## config.mk

```make
export PLATFORM = sky130hd
export DESIGN_NAME = sync_tp_ram_reader
export DESIGN_NICKNAME = d
export VERILOG_FILES = /design/src/rtl/sync_tp_ram_reader.sv
export SDC_FILE = /design/constraint.sdc
export NUM_CORES = 1
export LEC_CHECK = 0
export ABC_AREA = 0
export CAP_MARGIN = 20
export CORE_ASPECT_RATIO = 2
export CORE_MARGIN = 2
export CORE_UTILIZATION = 45
export DETAILED_ROUTE_END_ITERATION = 12
export PLACE_DENSITY = 0.68
export REMOVE_ABC_BUFFERS = 1
export SYNTH_ARGS = -nofsm -noshare
export SYNTH_HDL_FRONTEND = slang
export SYNTH_SLANG_ARGS = --single-unit
```

## constraint.sdc

```tcl
create_clock -name Clk_CI -period 4 [get_ports Clk_CI]
set_input_delay 0.8 -clock Clk_CI [delete_from_list [all_inputs] [get_ports Clk_CI]]
set_output_delay 0.8 -clock Clk_CI [all_outputs]
set_load 0.1 [all_outputs]
```

## src/rtl/sync_tp_ram_reader.sv

```systemverilog
// ---------------------------------------------------------------------------
// sync_tp_ram_reader
//
// Streaming read controller for the read port of a synchronous two-port RAM.
// It accepts a burst command (start address, word count) and issues one RAM
// read per cycle, wrapping the address from DATA_DEPTH-1 back to 0. It absorbs
// the fixed RAM read latency and presents the words as a valid/ready stream
// with a last-word marker.
//
// Handshakes: a transfer happens on a rising edge where valid and ready are
// both high. A source holds valid and its payload until that edge. A sink may
// drop or raise ready at any time. This applies to Cmd* and to Out*.
//
// Ports
//   Clk_CI        clock, rising edge
//   Rst_RBI       asynchronous reset, active low
//   CmdValid_SI   burst command valid
//   CmdReady_SO   command ready (high only in IDLE)
//   CmdAddr_DI    start address (must be < DATA_DEPTH)
//   CmdLen_DI     word count, 0 allowed
//   RamRdEn_SO    RAM read enable (registered)
//   RamRdAddr_DO  RAM read address (registered)
//   RamRdData_DI  RAM read data, valid RAM_LAT cycles after the enable
//   OutValid_SO   output word valid
//   OutReady_SI   consumer ready
//   OutData_DO    output word
//   OutLast_SO    final word of the burst
//   Busy_SO       burst in progress
//   Done_SO       one-cycle pulse after the burst completes
//   State_DO      current FSM state (IDLE=0, ISSUE=1, DRAIN=2), for debug
// ---------------------------------------------------------------------------
module sync_tp_ram_reader #(
    parameter int ADDR_WIDTH = 10,
    parameter int DATA_DEPTH = 1024,
    parameter int DATA_WIDTH = 32,
    parameter int RAM_LAT    = 1,
    parameter int LEN_WIDTH  = 11
) (
    input  logic                  Clk_CI,
    input  logic                  Rst_RBI,
    input  logic                  CmdValid_SI,
    output logic                  CmdReady_SO,
    input  logic [ADDR_WIDTH-1:0] CmdAddr_DI,
    input  logic [LEN_WIDTH-1:0]  CmdLen_DI,
    output logic                  RamRdEn_SO,
    output logic [ADDR_WIDTH-1:0] RamRdAddr_DO,
    input  logic [DATA_WIDTH-1:0] RamRdData_DI,
    output logic                  OutValid_SO,
    input  logic                  OutReady_SI,
    output logic [DATA_WIDTH-1:0] OutData_DO,
    output logic                  OutLast_SO,
    output logic                  Busy_SO,
    output logic                  Done_SO,
    output logic [1:0]            State_DO
);

    typedef enum logic [1:0] {
        IDLE  = 2'd0,
        ISSUE = 2'd1,
        DRAIN = 2'd2
    } state_t;

    localparam int FD         = RAM_LAT + 2;         // output FIFO depth
    localparam int PW         = $clog2(FD);
    localparam int FIFO_SLOTS = 1 << PW;
    localparam int CW         = $clog2(FD + 1) + 1;  // counter width with headroom
    localparam logic [ADDR_WIDTH-1:0] LAST_ADDR = ADDR_WIDTH'(DATA_DEPTH - 1);
    localparam logic [ADDR_WIDTH:0]   DEPTH_W   = (ADDR_WIDTH + 1)'(DATA_DEPTH);
    localparam logic [LEN_WIDTH-1:0]  LEN_ONE   = LEN_WIDTH'(1);

    state_t                  r_state;
    state_t                  w_state_next;
    logic [ADDR_WIDTH-1:0]   r_addr;         // next address to read
    logic [LEN_WIDTH-1:0]    r_remaining;    // reads still to issue
    logic                    r_rd_en;
    logic [ADDR_WIDTH-1:0]   r_rd_addr;
    logic                    r_rd_last;
    logic [RAM_LAT-1:0]      r_sr_vld;       // tracks reads through the RAM latency
    logic [RAM_LAT-1:0]      r_sr_last;
    logic [DATA_WIDTH-1:0]   r_fifo_data [0:FIFO_SLOTS-1];
    logic                    r_fifo_last [0:FIFO_SLOTS-1];
    logic [PW-1:0]           r_wr_ptr;
    logic [PW-1:0]           r_rd_ptr;
    logic [CW-1:0]           r_fifo_cnt;
    logic                    r_done;

    logic                    w_cmd_fire;
    logic                    w_cmd_zero;
    logic                    w_out_valid;
    logic                    w_pop;
    logic                    w_push;
    logic                    w_head_last;
    logic [CW-1:0]           w_inflight;
    logic [CW-1:0]           w_credit;
    logic                    w_issue;
    logic                    w_done_next;

    function automatic logic [ADDR_WIDTH-1:0] f_next_addr(input logic [ADDR_WIDTH-1:0] a);
        return (a == LAST_ADDR) ? '0 : a + 1'b1;
    endfunction

    function automatic logic [PW-1:0] f_next_ptr(input logic [PW-1:0] p);
        return (p == PW'(FD - 1)) ? '0 : p + 1'b1;
    endfunction

    assign w_cmd_fire  = CmdValid_SI && (r_state == IDLE);
    assign w_cmd_zero  = w_cmd_fire && (CmdLen_DI == '0);
    assign w_out_valid = (r_fifo_cnt != '0);
    assign w_pop       = w_out_valid && OutReady_SI;
    assign w_push      = r_sr_vld[RAM_LAT-1];
    assign w_head_last = r_fifo_last[r_rd_ptr];

    // Credit = reads enabled or in the RAM pipe + words buffered, less the
    // word leaving this cycle. The pop term only reaches the D input of the
    // read-enable flop, so OutReady_SI never combinationally drives the RAM
    // port, yet a free-flowing consumer keeps the issue rate at 1 word/cycle.
    always_comb begin
        w_inflight = CW'(r_rd_en);
        for (int i = 0; i < RAM_LAT; i++) begin
            w_inflight = w_inflight + CW'(r_sr_vld[i]);
        end
        w_credit = w_inflight + r_fifo_cnt - CW'(w_pop);
    end

    assign w_issue = (r_state == ISSUE) && (r_remaining != '0) && (w_credit < CW'(FD));

    always_comb begin
        w_state_next = r_state;
        w_done_next  = 1'b0;
        case (r_state)
            IDLE: begin
                if (w_cmd_fire) begin
                    if (w_cmd_zero) begin
                        w_done_next = 1'b1;
                    end else if (CmdLen_DI == LEN_ONE) begin
                        w_state_next = DRAIN;  // the only read goes out at the handshake
                    end else begin
                        w_state_next = ISSUE;
                    end
                end
            end
            ISSUE: begin
                if (w_issue && (r_remaining == LEN_ONE)) begin
                    w_state_next = DRAIN;
                end
            end
            DRAIN: begin
                if (w_pop && w_head_last) begin
                    w_state_next = IDLE;
                    w_done_next  = 1'b1;
                end
            end
            default: w_state_next = IDLE;
        endcase
    end

    always_ff @(posedge Clk_CI or negedge Rst_RBI) begin
        if (!Rst_RBI) begin
            r_state <= IDLE;
            r_done  <= 1'b0;
        end else begin
            r_state <= w_state_next;
            r_done  <= w_done_next;
        end
    end

    // Read issue. The first read is launched straight from the handshake so
    // RamRdEn_SO rises the cycle after the command is accepted.
    always_ff @(posedge Clk_CI or negedge Rst_RBI) begin
        if (!Rst_RBI) begin
            r_addr      <= '0;
            r_remaining <= '0;
            r_rd_en     <= 1'b0;
            r_rd_addr   <= '0;
            r_rd_last   <= 1'b0;
        end else if (w_cmd_fire && !w_cmd_zero) begin
            r_rd_en     <= 1'b1;
            r_rd_addr   <= CmdAddr_DI;
            r_rd_last   <= (CmdLen_DI == LEN_ONE);
            r_addr      <= f_next_addr(CmdAddr_DI);
            r_remaining <= CmdLen_DI - LEN_ONE;
        end else if (w_issue) begin
            r_rd_en     <= 1'b1;
            r_rd_addr   <= r_addr;
            r_rd_last   <= (r_remaining == LEN_ONE);
            r_addr      <= f_next_addr(r_addr);
            r_remaining <= r_remaining - LEN_ONE;
        end else begin
            r_rd_en     <= 1'b0;
            r_rd_last   <= 1'b0;
        end
    end

    // Latency tracking: the bit leaving the top marks RamRdData_DI as valid.
    always_ff @(posedge Clk_CI or negedge Rst_RBI) begin
        if (!Rst_RBI) begin
            r_sr_vld  <= '0;
            r_sr_last <= '0;
        end else begin
            r_sr_vld[0]  <= r_rd_en;
            r_sr_last[0] <= r_rd_last;
            for (int i = 1; i < RAM_LAT; i++) begin
                r_sr_vld[i]  <= r_sr_vld[i-1];
                r_sr_last[i] <= r_sr_last[i-1];
            end
        end
    end

    // FIFO storage needs no reset: the outputs are gated by the occupancy.
    always_ff @(posedge Clk_CI) begin
        if (w_push) begin
            r_fifo_data[r_wr_ptr] <= RamRdData_DI;
            r_fifo_last[r_wr_ptr] <= r_sr_last[RAM_LAT-1];
        end
    end

    always_ff @(posedge Clk_CI or negedge Rst_RBI) begin
        if (!Rst_RBI) begin
            r_wr_ptr   <= '0;
            r_rd_ptr   <= '0;
            r_fifo_cnt <= '0;
        end else begin
            if (w_push) begin
                r_wr_ptr <= f_next_ptr(r_wr_ptr);
            end
            if (w_pop) begin
                r_rd_ptr <= f_next_ptr(r_rd_ptr);
            end
            case ({w_push, w_pop})
                2'b10:   r_fifo_cnt <= r_fifo_cnt + 1'b1;
                2'b01:   r_fifo_cnt <= r_fifo_cnt - 1'b1;
                default: r_fifo_cnt <= r_fifo_cnt;
            endcase
        end
    end

    assign CmdReady_SO  = (r_state == IDLE);
    assign Busy_SO      = (r_state != IDLE);
    assign Done_SO      = r_done;
    assign State_DO     = r_state;
    assign RamRdEn_SO   = r_rd_en;
    assign RamRdAddr_DO = r_rd_addr;
    assign OutValid_SO  = w_out_valid;
    assign OutData_DO   = w_out_valid ? r_fifo_data[r_rd_ptr] : '0;
    assign OutLast_SO   = w_out_valid && w_head_last;

    // A start address beyond the RAM is a caller error.
    a_cmd_addr_in_range: assert property (@(posedge Clk_CI) disable iff (!Rst_RBI)
        (CmdValid_SI && CmdReady_SO) |-> ({1'b0, CmdAddr_DI} < DEPTH_W));

endmodule
```

==> metrics <==
top-count cell post-synth=edfxtp_1; Unique masters post-synth=55; cts hold-fix bufs=0; RSZ-0062 raised after global routing=no; post-cts repair resize count=0; drt wl/cell=18.8 um; first-pass GRT wire length=25200 um; number of global-route vias before repair=5054; clock latency on the worst-skew pair=0.43 ns; Non-Filler Instances=834; Clock Tree Root=clkbuf_16; post-synthesis cell area=7710 um2; Ports=107; H-tree depth=4; Yosys top cell area share=51.4%; # diodes=0; Detailed Routing Iterations Pass 1=4; Slew Limit Fails=0; Post-Synthesis Cells=497; Req. time, crit path=4.31 ns; Synth area leader=edfxtp_1; total track usage=18.3%; Max Root-Sink Buffers=2; die area=18300 um2; DP Wirelength=10800 um; Syn. warnings=0; Commonest cells post-synth=edfxtp_1, dfrtp_1, and2_1, mux4_2, nand2_1; async set or reset register ratio after synthesis=25.4%; ys flop type=edfxtp_1; Setup crit end kind=flip-flop; clk_skew=0.0133 ns; sequential-to-total area share from yosys stat=66.0%; minimum clock period=3.54 ns; largest cells by area after synthesis=edfxtp_1, dfrtp_1, mux4_2; Die Wd=96.5 um; post-place setup slack=0.0882 ns; critical path fanouts, max=6; CP arrival=3.85 ns; Initial Util=46.0%; number of flops mapped to enable cells by yosys=132; setup bufs post-CTS=0; worst setup path class=flip-flop to flip-flop; pin count of the biggest net entering global routing=35; Fillers=1387; grt ovf=0; initial antenna violation count=0; clk slew on worst S/H paths=0.07 ns; nets=681; final setup fails=0; placed cells=801; Max Fclk=282 MHz; status=finished, final reports clean; max-cap violation count=0; CTS Buf Count=17; Syn-to-layout area delta=23.9%; vias per inst=5.52; TritonCTS clock tree=built; Routed WL=15700 um; final hold violation count=0; # DRC=0; via count=4600; CTS Sinks=177; Die H=189 um; Core ar.=16800 um2; startpoint types=flip-flop; Final period util=88.6%; synthesized area per cell=15.5 um2; slew margin rel.=32.0%; hold crit path type=flip-flop to flip-flop; placer congestion estimate=0.751; fraction of layout cells with a size suffix above 1=20.4%; Worst Tran Pin Value=1.02 ns; Std-Cell Rows=67; First DRT Iteration DRCs=271; setup slack after layout=0.458 ns; flops & latches, synth=177; ANT nets after route=0; Port Buf Inserts=106
==> metal layers <==
metal | GRT usage [%] | wire length, um
met3 | 4.06 | 738
met1 | 19.3 | 5790
met2 | 33.8 | 8810
met4 | 7.69 | 369
met5 | 0 | 0
==> stage by stage <==
stage	cell area (um2)	utilization [%]	hold WS, ns	setup TNS [ns]
2_1_floorplan	7590	-	0.331	-11.83
3_3_place_gp	8980	53.6	0.334	0
3_5_place_dp	9000	53.7	0.336	0
4_1_cts	9530	56.8	0.352	0
5_1_grt	9550	56.9	0.372	0
6_report	9550	56.9	0.349	0
==> area by class of cell <==
class / instances / area [um2] / area share [%]
clock buffers: 18 / 429 / 4.50
clock inverters: 14 / 93.8 / 0.983
inverters: 14 / 52.6 / 0.550
multi-input cells: 283 / 2470 / 25.9
flip-flops and latches: 177 / 5090 / 53.3
well taps: 207 / 259 / 2.71
repair buffers: 121 / 1150 / 12.0
==> critical path: stages, from the launching register on <==
cell     delay [ns]
dfrtp_1        0.41
or3_1          0.41
nand2_1        0.14
inv_1          0.09
ha_1           0.30
fa_1           0.37
inv_1          0.08
fa_1           0.40
nor2b_1        0.15
nor3_2         0.30
and2_1         0.31
o21ai_1        0.10
a311o_1        0.36
==> sequential cells by signal (all words and copies together) (netlist names), 2 cells and up <==
name	cells
RamRdAddr_DO	10
r_remaining	11
r_fifo_last	4
r_addr	10
r_rd_ptr	2
r_fifo_cnt	3
r_fifo_data	128
r_wr_ptr	2
State_DO	2
==> worst paths after layout <==
path | start | end | slack (ns) | cells past startpoint
worst max register to register | r_fifo_cnt[2] | r_addr[3] | 0.46 | 12
min in group asynchronous | Rst_RBI | r_remaining[7] | 0.39 | 1
worst max-delay path | r_fifo_cnt[2] | r_addr[3] | 0.46 | 12
worst min register to register | r_rd_last | r_sr_last | 0.35 | 0
worst min-delay path | r_rd_last | r_sr_last | 0.35 | 0
max in group asynchronous | Rst_RBI | r_rd_ptr[0] | 2.86 | 2
==> cell families after synthesis <==
kind of cell | after synthesis | synth area share, %
muxes | 47 | 11.5
buffers and inverters | 37 | 2.16
xor gates and xnor gates | 28 | 3.36
AOI/OAI and AO/OA | 56 | 4.61
DFF | 177 | 66.0
and+or+nand+nor | 142 | 10.4
adders and majority gates | 10 | 1.92
==> cells in the final DEF (no fill, tap or decap), drive strengths merged, types with 5 or more instances in the layout <==
cell type and count:
and2 34, o22ai 6, clkinv 9, nand2 33
nand3 16, clkbuf 18, a21oi 6, xnor2 5
ha 7, dfrtp 45, inv 15, o21ai 24
mux4 33, buf 50, xor2 22, clkdlybuf4s50 71
edfxtp 132, nor3 8, mux2i 13, nor2 13
and3 8
Power is not shown: default switching activity piles up to over one toggle a cycle in this logic, so the estimate is an artifact.
